File: src/rtl/instr_encoder.sv
// RV32I field-set to machine-word encoder with a 2-entry output FIFO and address counter.
// Define ENCODER_RANGE_CHECK_EN to reject immediates that do not fit their encoding field.
module instr_encoder #(
  parameter logic [31:0] BASE_ADDR = 32'h0
) (
  input  logic        clk,
  input  logic        rst,
  input  logic        in_valid,
  output logic        in_ready,
  input  logic [4:0]  srcreg1_num,
  input  logic [4:0]  srcreg2_num,
  input  logic [4:0]  dstreg_num,
  input  logic [31:0] imm,
  input  logic [5:0]  alucode,
  input  logic [1:0]  aluop1_type,
  input  logic [1:0]  aluop2_type,
  input  logic        is_load,
  input  logic        is_store,
  output logic        out_valid,
  input  logic        out_ready,
  output logic [31:0] out_data,
  output logic [31:0] out_addr,
  output logic        err,
  output logic [7:0]  err_count
);

  // ALU_* / OP_TYPE_* codes shared with the decoder
  localparam logic [5:0] ALU_LUI  = 6'd0,  ALU_JAL  = 6'd1,  ALU_JALR = 6'd2;
  localparam logic [5:0] ALU_BEQ  = 6'd3,  ALU_BNE  = 6'd4,  ALU_BLT  = 6'd5;
  localparam logic [5:0] ALU_BGE  = 6'd6,  ALU_BLTU = 6'd7,  ALU_BGEU = 6'd8;
  localparam logic [5:0] ALU_LB   = 6'd9,  ALU_LH   = 6'd10, ALU_LW   = 6'd11;
  localparam logic [5:0] ALU_LBU  = 6'd12, ALU_LHU  = 6'd13;
  localparam logic [5:0] ALU_SB   = 6'd14, ALU_SH   = 6'd15, ALU_SW   = 6'd16;
  localparam logic [5:0] ALU_ADD  = 6'd17, ALU_SUB  = 6'd18, ALU_XOR  = 6'd19;
  localparam logic [5:0] ALU_OR   = 6'd20, ALU_AND  = 6'd21, ALU_SLT  = 6'd22;
  localparam logic [5:0] ALU_SLTU = 6'd23, ALU_SLL  = 6'd24, ALU_SRL  = 6'd25;
  localparam logic [5:0] ALU_SRA  = 6'd26;
  localparam logic [1:0] OP_TYPE_NONE = 2'd0, OP_TYPE_REG = 2'd1;
  localparam logic [1:0] OP_TYPE_IMM  = 2'd2, OP_TYPE_PC  = 2'd3;

  localparam logic [6:0] OPC_LOAD  = 7'b0000011, OPC_STORE = 7'b0100011;
  localparam logic [6:0] OPC_BRNCH = 7'b1100011, OPC_LUI   = 7'b0110111;
  localparam logic [6:0] OPC_AUIPC = 7'b0010111, OPC_JAL   = 7'b1101111;
  localparam logic [6:0] OPC_JALR  = 7'b1100111, OPC_OPIMM = 7'b0010011;
  localparam logic [6:0] OPC_OP    = 7'b0110011;
  localparam logic [6:0] F7_ALT    = 7'b0100000;

`ifdef ENCODER_RANGE_CHECK_EN
  localparam logic RANGE_EN = 1'b1;
`else
  localparam logic RANGE_EN = 1'b0;
`endif

  typedef enum logic [2:0] {FMT_R, FMT_I, FMT_SH, FMT_S, FMT_B, FMT_U, FMT_J} fmt_e;

  typedef struct packed {
    logic [31:0] data;
    logic [31:0] addr;
  } entry_t;

  fmt_e        fmt;
  logic [6:0]  opc, f7;
  logic [2:0]  f3, alu_f3;
  logic        alu_ok, is_shift, cls_bad, range_bad, illegal;
  logic [31:0] word;
  logic signed [31:0] simm;

  entry_t      fifo_q [2];
  logic        wr_ptr_q, rd_ptr_q;
  logic [1:0]  cnt_q, cnt_d;
  logic [31:0] addr_q, addr_d;
  logic        err_q, err_d;
  logic [7:0]  err_cnt_q, err_cnt_d;
  logic        acc, push, pop;

  // Opcode class selection: first matching rule wins.
  always_comb begin
    fmt     = FMT_R;
    opc     = OPC_OP;
    f3      = 3'b000;
    f7      = 7'b0;
    cls_bad = 1'b0;
    alu_ok  = 1'b1;
    alu_f3  = 3'b000;
    case (alucode)
      ALU_ADD, ALU_SUB: alu_f3 = 3'b000;
      ALU_SLL:          alu_f3 = 3'b001;
      ALU_SLT:          alu_f3 = 3'b010;
      ALU_SLTU:         alu_f3 = 3'b011;
      ALU_XOR:          alu_f3 = 3'b100;
      ALU_SRL, ALU_SRA: alu_f3 = 3'b101;
      ALU_OR:           alu_f3 = 3'b110;
      ALU_AND:          alu_f3 = 3'b111;
      default:          alu_ok = 1'b0;
    endcase
    is_shift = alucode inside {ALU_SLL, ALU_SRL, ALU_SRA};

    if (is_load) begin
      opc = OPC_LOAD;
      fmt = FMT_I;
      case (alucode)
        ALU_LB:  f3 = 3'b000;
        ALU_LH:  f3 = 3'b001;
        ALU_LW:  f3 = 3'b010;
        ALU_LBU: f3 = 3'b100;
        ALU_LHU: f3 = 3'b101;
        default: cls_bad = 1'b1;
      endcase
    end else if (is_store) begin
      opc = OPC_STORE;
      fmt = FMT_S;
      case (alucode)
        ALU_SB:  f3 = 3'b000;
        ALU_SH:  f3 = 3'b001;
        ALU_SW:  f3 = 3'b010;
        default: cls_bad = 1'b1;
      endcase
    end else if (alucode inside {ALU_BEQ, ALU_BNE, ALU_BLT, ALU_BGE, ALU_BLTU, ALU_BGEU}) begin
      opc = OPC_BRNCH;
      fmt = FMT_B;
      case (alucode)
        ALU_BNE:  f3 = 3'b001;
        ALU_BLT:  f3 = 3'b100;
        ALU_BGE:  f3 = 3'b101;
        ALU_BLTU: f3 = 3'b110;
        ALU_BGEU: f3 = 3'b111;
        default:  f3 = 3'b000;
      endcase
    end else if (alucode == ALU_LUI) begin
      opc = OPC_LUI;
      fmt = FMT_U;
    end else if (alucode == ALU_JAL) begin
      opc = OPC_JAL;
      fmt = FMT_J;
    end else if (alucode == ALU_JALR) begin
      opc = OPC_JALR;
      fmt = FMT_I;
    end else if (alucode == ALU_ADD && aluop1_type == OP_TYPE_PC) begin
      opc = OPC_AUIPC;
      fmt = FMT_U;
    end else if (aluop2_type == OP_TYPE_IMM) begin
      opc     = OPC_OPIMM;
      fmt     = is_shift ? FMT_SH : FMT_I;
      f3      = alu_f3;
      f7      = (alucode == ALU_SRA) ? F7_ALT : 7'b0;
      cls_bad = !alu_ok || (alucode == ALU_SUB);
    end else if (aluop2_type == OP_TYPE_REG) begin
      opc     = OPC_OP;
      fmt     = FMT_R;
      f3      = alu_f3;
      f7      = (alucode == ALU_SUB || alucode == ALU_SRA) ? F7_ALT : 7'b0;
      cls_bad = !alu_ok;
    end else begin
      cls_bad = 1'b1;
    end
  end

  // Field packing and immediate range check per instruction format.
  always_comb begin
    simm      = imm;
    word      = 32'h0;
    range_bad = 1'b0;
    case (fmt)
      FMT_R: word = {f7, srcreg2_num, srcreg1_num, f3, dstreg_num, opc};
      FMT_I: begin
        word      = {imm[11:0], srcreg1_num, f3, dstreg_num, opc};
        range_bad = (simm < -32'sd2048) || (simm > 32'sd2047);
      end
      FMT_SH: begin
        word      = {f7, imm[4:0], srcreg1_num, f3, dstreg_num, opc};
        range_bad = (imm > 32'd31);
      end
      FMT_S: begin
        word      = {imm[11:5], srcreg2_num, srcreg1_num, f3, imm[4:0], opc};
        range_bad = (simm < -32'sd2048) || (simm > 32'sd2047);
      end
      FMT_B: begin
        word      = {imm[12], imm[10:5], srcreg2_num, srcreg1_num, f3, imm[4:1], imm[11], opc};
        range_bad = (simm < -32'sd4096) || (simm > 32'sd4094) || imm[0];
      end
      FMT_U: begin
        word      = {imm[31:12], dstreg_num, opc};
        range_bad = (imm[11:0] != 12'h0);
      end
      FMT_J: begin
        word      = {imm[20], imm[10:1], imm[11], imm[19:12], dstreg_num, opc};
        range_bad = (simm < -32'sd1048576) || (simm > 32'sd1048574) || imm[0];
      end
      default: word = 32'h0;
    endcase
    illegal = cls_bad | (RANGE_EN & range_bad);
  end

  assign in_ready  = (cnt_q != 2'd2);
  assign out_valid = (cnt_q != 2'd0);
  assign out_data  = out_valid ? fifo_q[rd_ptr_q].data : 32'h0;
  assign out_addr  = out_valid ? fifo_q[rd_ptr_q].addr : addr_q;
  assign err       = err_q;
  assign err_count = err_cnt_q;

  // Illegal sets complete the handshake but never reach the FIFO.
  assign acc  = in_valid && in_ready;
  assign push = acc && !illegal;
  assign pop  = out_valid && out_ready;

  always_comb begin
    cnt_d     = cnt_q + {1'b0, push} - {1'b0, pop};
    addr_d    = push ? addr_q + 32'd4 : addr_q;
    err_d     = err_q | (acc && illegal);
    err_cnt_d = (acc && illegal && err_cnt_q != 8'hFF) ? err_cnt_q + 8'd1 : err_cnt_q;
  end

  always_ff @(posedge clk) begin
    if (rst) begin
      for (int i = 0; i < 2; i++) fifo_q[i] <= '0;
      wr_ptr_q  <= 1'b0;
      rd_ptr_q  <= 1'b0;
      cnt_q     <= 2'd0;
      addr_q    <= BASE_ADDR;
      err_q     <= 1'b0;
      err_cnt_q <= 8'd0;
    end else begin
      if (push) begin
        fifo_q[wr_ptr_q] <= '{data: word, addr: addr_q};
        wr_ptr_q         <= ~wr_ptr_q;
      end
      if (pop) rd_ptr_q <= ~rd_ptr_q;
      cnt_q     <= cnt_d;
      addr_q    <= addr_d;
      err_q     <= err_d;
      err_cnt_q <= err_cnt_d;
    end
  end

endmodule
File: config.mk
export PLATFORM = sky130hd
export DESIGN_NAME = instr_encoder
export DESIGN_NICKNAME = d
export VERILOG_FILES = /design/src/rtl/instr_encoder.sv
export SDC_FILE = /design/constraint.sdc
export NUM_CORES = 1
export LEC_CHECK = 0
export BUFFER_PORTS_ARGS = -buffer_cell sky130_fd_sc_hd__buf_2
export CAP_MARGIN = 0
export CORE_ASPECT_RATIO = 1.2
export CORE_MARGIN = 10
export CORE_UTILIZATION = 55
export DETAILED_ROUTE_END_ITERATION = 16
export PLACE_DENSITY = 0.75
export SYNTH_ARGS = -nofsm -noshare
export SYNTH_HDL_FRONTEND = slang
export SYNTH_SLANG_ARGS = --single-unit
File: constraint.sdc
create_clock -name clk -period 6.1 [get_ports clk]
set_input_delay 0.61 -clock clk [delete_from_list [all_inputs] [get_ports clk]]
set_output_delay 0.61 -clock clk [all_outputs]
set_load 0.02 [all_outputs]
==> results.md <==
| Result | This run | Unit |
| --- | --- | --- |
| Vias in the first global route | 6689 | - |
| Floorplan Core Area | 0.0157 | mm² |
| Highest ir drop seen on vdd | 0.179 | mV |
| Most common cell after layout, fill and taps aside | buf_2 | - |
| Run status | completed | - |
| Critical-path top delay cell | o21bai_4 | - |
| Setup Buffers After CTS | 0 | - |
| Top FF cell, synth | edfxtp_1 | - |
| Clock insertion delay at the later pin of the skew report | 420 | ps |
| Post-cts resize count | 0 | - |
| Syn Area/Cell | 10.3 | µm² |
| Capturing point of the worst reg2reg path | fifo_q[0][16] | - |
| Count of final max-slew check failures | 0 | - |
| Critical path required time | 6170 | ps |
| Largest net degree at the start of global routing | 93 | - |
| Share of the clock period used by the worst path after layout | 57.1 | % |
| Total of hold buffers inserted after clock tree synthesis | 0 | - |
| Vias | 6951 | - |
| Leakage component of the power | 3.90 | nW |
| First-pass GRT wire length | 35.8 | mm |
| Antenna violations before repair | 0 | - |
| Endpoints failing hold | 0 | - |
| Standard-cell row count | 50 | - |
| Total DRC errors in the routed layout | 0 | - |
| Post-synthesis instance area | 0.00887 | mm² |
| CP Data Arrival Time | 3560 | ps |
| Worst slew slack as a fraction of its limit | 24.8 | % |
| Number of H-tree levels | 4 | - |
| Hold Path Depth | 2 | - |
| Number of max-capacitance violations reported | 0 | - |
| Total clock buffers created by CTS | 17 | - |
| GRT Overall Usage | 20.5 | % |
| Number of ports placed on the die boundary | 138 | - |
| Startpoint of the worst register-to-register path | cnt_q[0] | - |
| Worst-case register-to-register setup slack | 2960 | ps |
| Initial cell density of the core | 56.5 | % |
| Distinct cell type count after synthesis | 78 | - |
| Upper clock frequency limit | 287 | MHz |
| Hold Crit Start | err | - |
| Critical path's largest stage delay | 830 | ps |
| Number of clock sinks seen by CTS | 166 | - |
| Terminating pin of the worst hold path | err | - |
| Total Die Area | 0.0216 | mm² |
| Height of the chip | 159 | µm |
| Crit path time final | 3490 | ps |
| Final hold slack | 482 | ps |
| Setup Skew | 10.9 | ps |
| Buffer depth of the longest clock path | 2 | - |
| Maximum fanout along the worst path | 34 | - |
| Total of flip-flops plus latches after synthesis | 166 | - |
| Routability-driven placement congestion ratio | 0.879 | - |
| Antenna-violating nets left | 0 | - |
| Transition at the pin with the smallest max-transition slack | 1130 | ps |
| Ant. Diodes | 0 | - |
| Half-perimeter wire length after placement | 15.5 | mm |
| Logic depth of the worst register-to-register path | 6 | - |
| Number of optimization iterations in the first detailed-route pass | 6 | - |
| Layout cells sized above 1 | 21.1 | % |
| Kind of path behind the tightest hold check | register to register | - |
| Commonest cells after routing, fill and taps aside | 135 x buf_2, 122 x edfxtp_1, 115 x nor2_1, 73 x mux2i_1 | - |
| Class of the most critical setup path | primary input to register | - |
| Area delta synth->final | 15.2 | % |
| CP startpoint kind | primary input | - |
| Drt first-iter violations | 713 | - |
| Reg clk slew, reported paths | 60 | ps |
| Clock tree from TritonCTS | done | - |
| Fill cell count | 1285 | - |
| Overall overflow remaining after global route | 0 | - |
| WL/cell | 19.0 | µm |
| Number of I/O port buffers | 135 | - |
| Root buffer cell | clkbuf_16 | - |
| Total negative slack for setup checks | 0 | ps |
| Number of enable flip-flop cells after synthesis | 122 | - |
| Width of the die | 136 | µm |
| Final Setup Violations | 0 | - |
| Total power per unit cell area | 306 | mW/mm² |
| Post-synthesis sequential area ratio | 51.2 | % |
| Synthesized instance count | 860 | - |
| Share of synthesized flip-flops with an asynchronous set or reset | 0 | % |
| Critical-path cell list | buf_2 -> or3_1 -> a21oi_1 -> a2111oi_4 -> nor3_4 -> inv_2 -> o21bai_4 -> buf_4 | - |
| Yosys warns | 0 | - |
| Type of element capturing the critical path | register | - |
| Fin nets | 1035 | - |
| Drt total wl | 22.6 | mm |
| RSZ-0062 raised after global routing | false | - |
| Average via count per standard cell | 5.85 | - |
worst max-delay path: cells and delay by family:
| family | cells | cell delay [ps] |
|---|---|---|
| and+or+nand+nor | 2 | 710 |
| buffers and inverters | 3 | 840 |
| AOI/OAI and AO/OA | 3 | 1350 |
per-layer routing:
layer,track usage (%),vias up,part of all wire (%),wire [µm]
met5,0,-,0,0
met4,7.71,0,2.5,561
met3,4.48,42,6.7,1510
met2,33.3,262,49,11200
met1,26.0,3311,41,9370
li1,-,3336,-,-
synth_stat cells (all sizes together) (7+ instances only):
cell / n / area share (%)
edfxtp: 122 / 41
nor2: 116 / 4.9
mux2i: 73 / 8.2
and2: 65 / 4.6
nand2: 65 / 2.8
dfxtp: 44 / 9.9
o21ai: 41 / 2.3
a21oi: 35 / 2.0
clkbuf: 29 / 1.2
buf: 25 / 1.5
nand3: 25 / 1.5
inv: 18 / 0.76
nor2b: 18 / 1.3
nor3: 14 / 0.92
xnor2: 13 / 1.3
nand2b: 11 / 0.78
a32o: 10 / 1.1
mux2: 10 / 1.3
and4: 9 / 0.89
o31ai: 9 / 1.1
or4: 8 / 0.68
nor4: 7 / 0.49
or3: 7 / 0.61
cells by family after synthesis:
logic type                 after synthesis  share of synthesized area, %
and+or+nand+nor                        368                          21.2
other                                    1                        0.0423
buffers and inverters                   72                          3.51
adders and majority gates                4                         0.564
muxes                                   83                          9.51
xor gates and xnor gates                17                          1.68
AOI/OAI and AO/OA                      149                          12.2
DFF                                    166                          51.2
worst max path at each step:
| stage | cells after the start | from | slack (ps) | end |
|---|---|---|---|---|
| 2_1_floorplan | 8 | alucode[3] | 940 | fifo_q[0][10] |
| 3_3_place_gp | 8 | alucode[1] | 2230 | fifo_q[1][44] |
| 3_5_place_dp | 8 | alucode[1] | 2180 | fifo_q[0][18] |
| 4_1_cts | 8 | alucode[1] | 2600 | fifo_q[0][19] |
| 5_1_grt | 8 | alucode[3] | 2410 | fifo_q[0][16] |
| 6_report | 8 | alucode[1] | 2610 | fifo_q[0][16] |
where the power goes:
part | switching [W] | internal, W | leakage (nW)
logic | 0.000458 | 0.000245 | 2.00
clock network | 0.000432 | 0.000613 | 0.272
registers | 0.0000969 | 0.00128 | 1.63
total | 0.000986 | 0.00214 | 3.90
area by class of cell:
class	count	area, µm²	share of cell area, %
clock buffers	20	447	4.37
clock inverters	12	131	1.29
inverters	18	67.6	0.661
multi-input cells	623	4040	39.5
flip-flops and latches	166	4550	44.5
well taps	208	260	2.55
repair buffers	142	728	7.13
stage by stage:
stage               cells  util (%)  setup slack (ps)  instance area, µm²  power, W
floorplan             861         -               943                8870   0.00186
finish               1189      65.1              2610               10200   0.00312
global placement     1157      61.4              2230                9640   0.00210
CTS                  1189      65.1              2600               10200   0.00314
global route         1189      65.1              2410               10200   0.00325
detailed placement   1157      61.4              2180                9640   0.00211
flip-flops by register name, indices dropped and copies added (netlist names), named ones only:
signal / flops
rd_ptr_q: 1
err: 1
addr_q: 30
cnt_q: 2
err_count: 8
fifo_q: 122
wr_ptr_q: 1
Note: power is estimated with default switching activity, not from simulation.
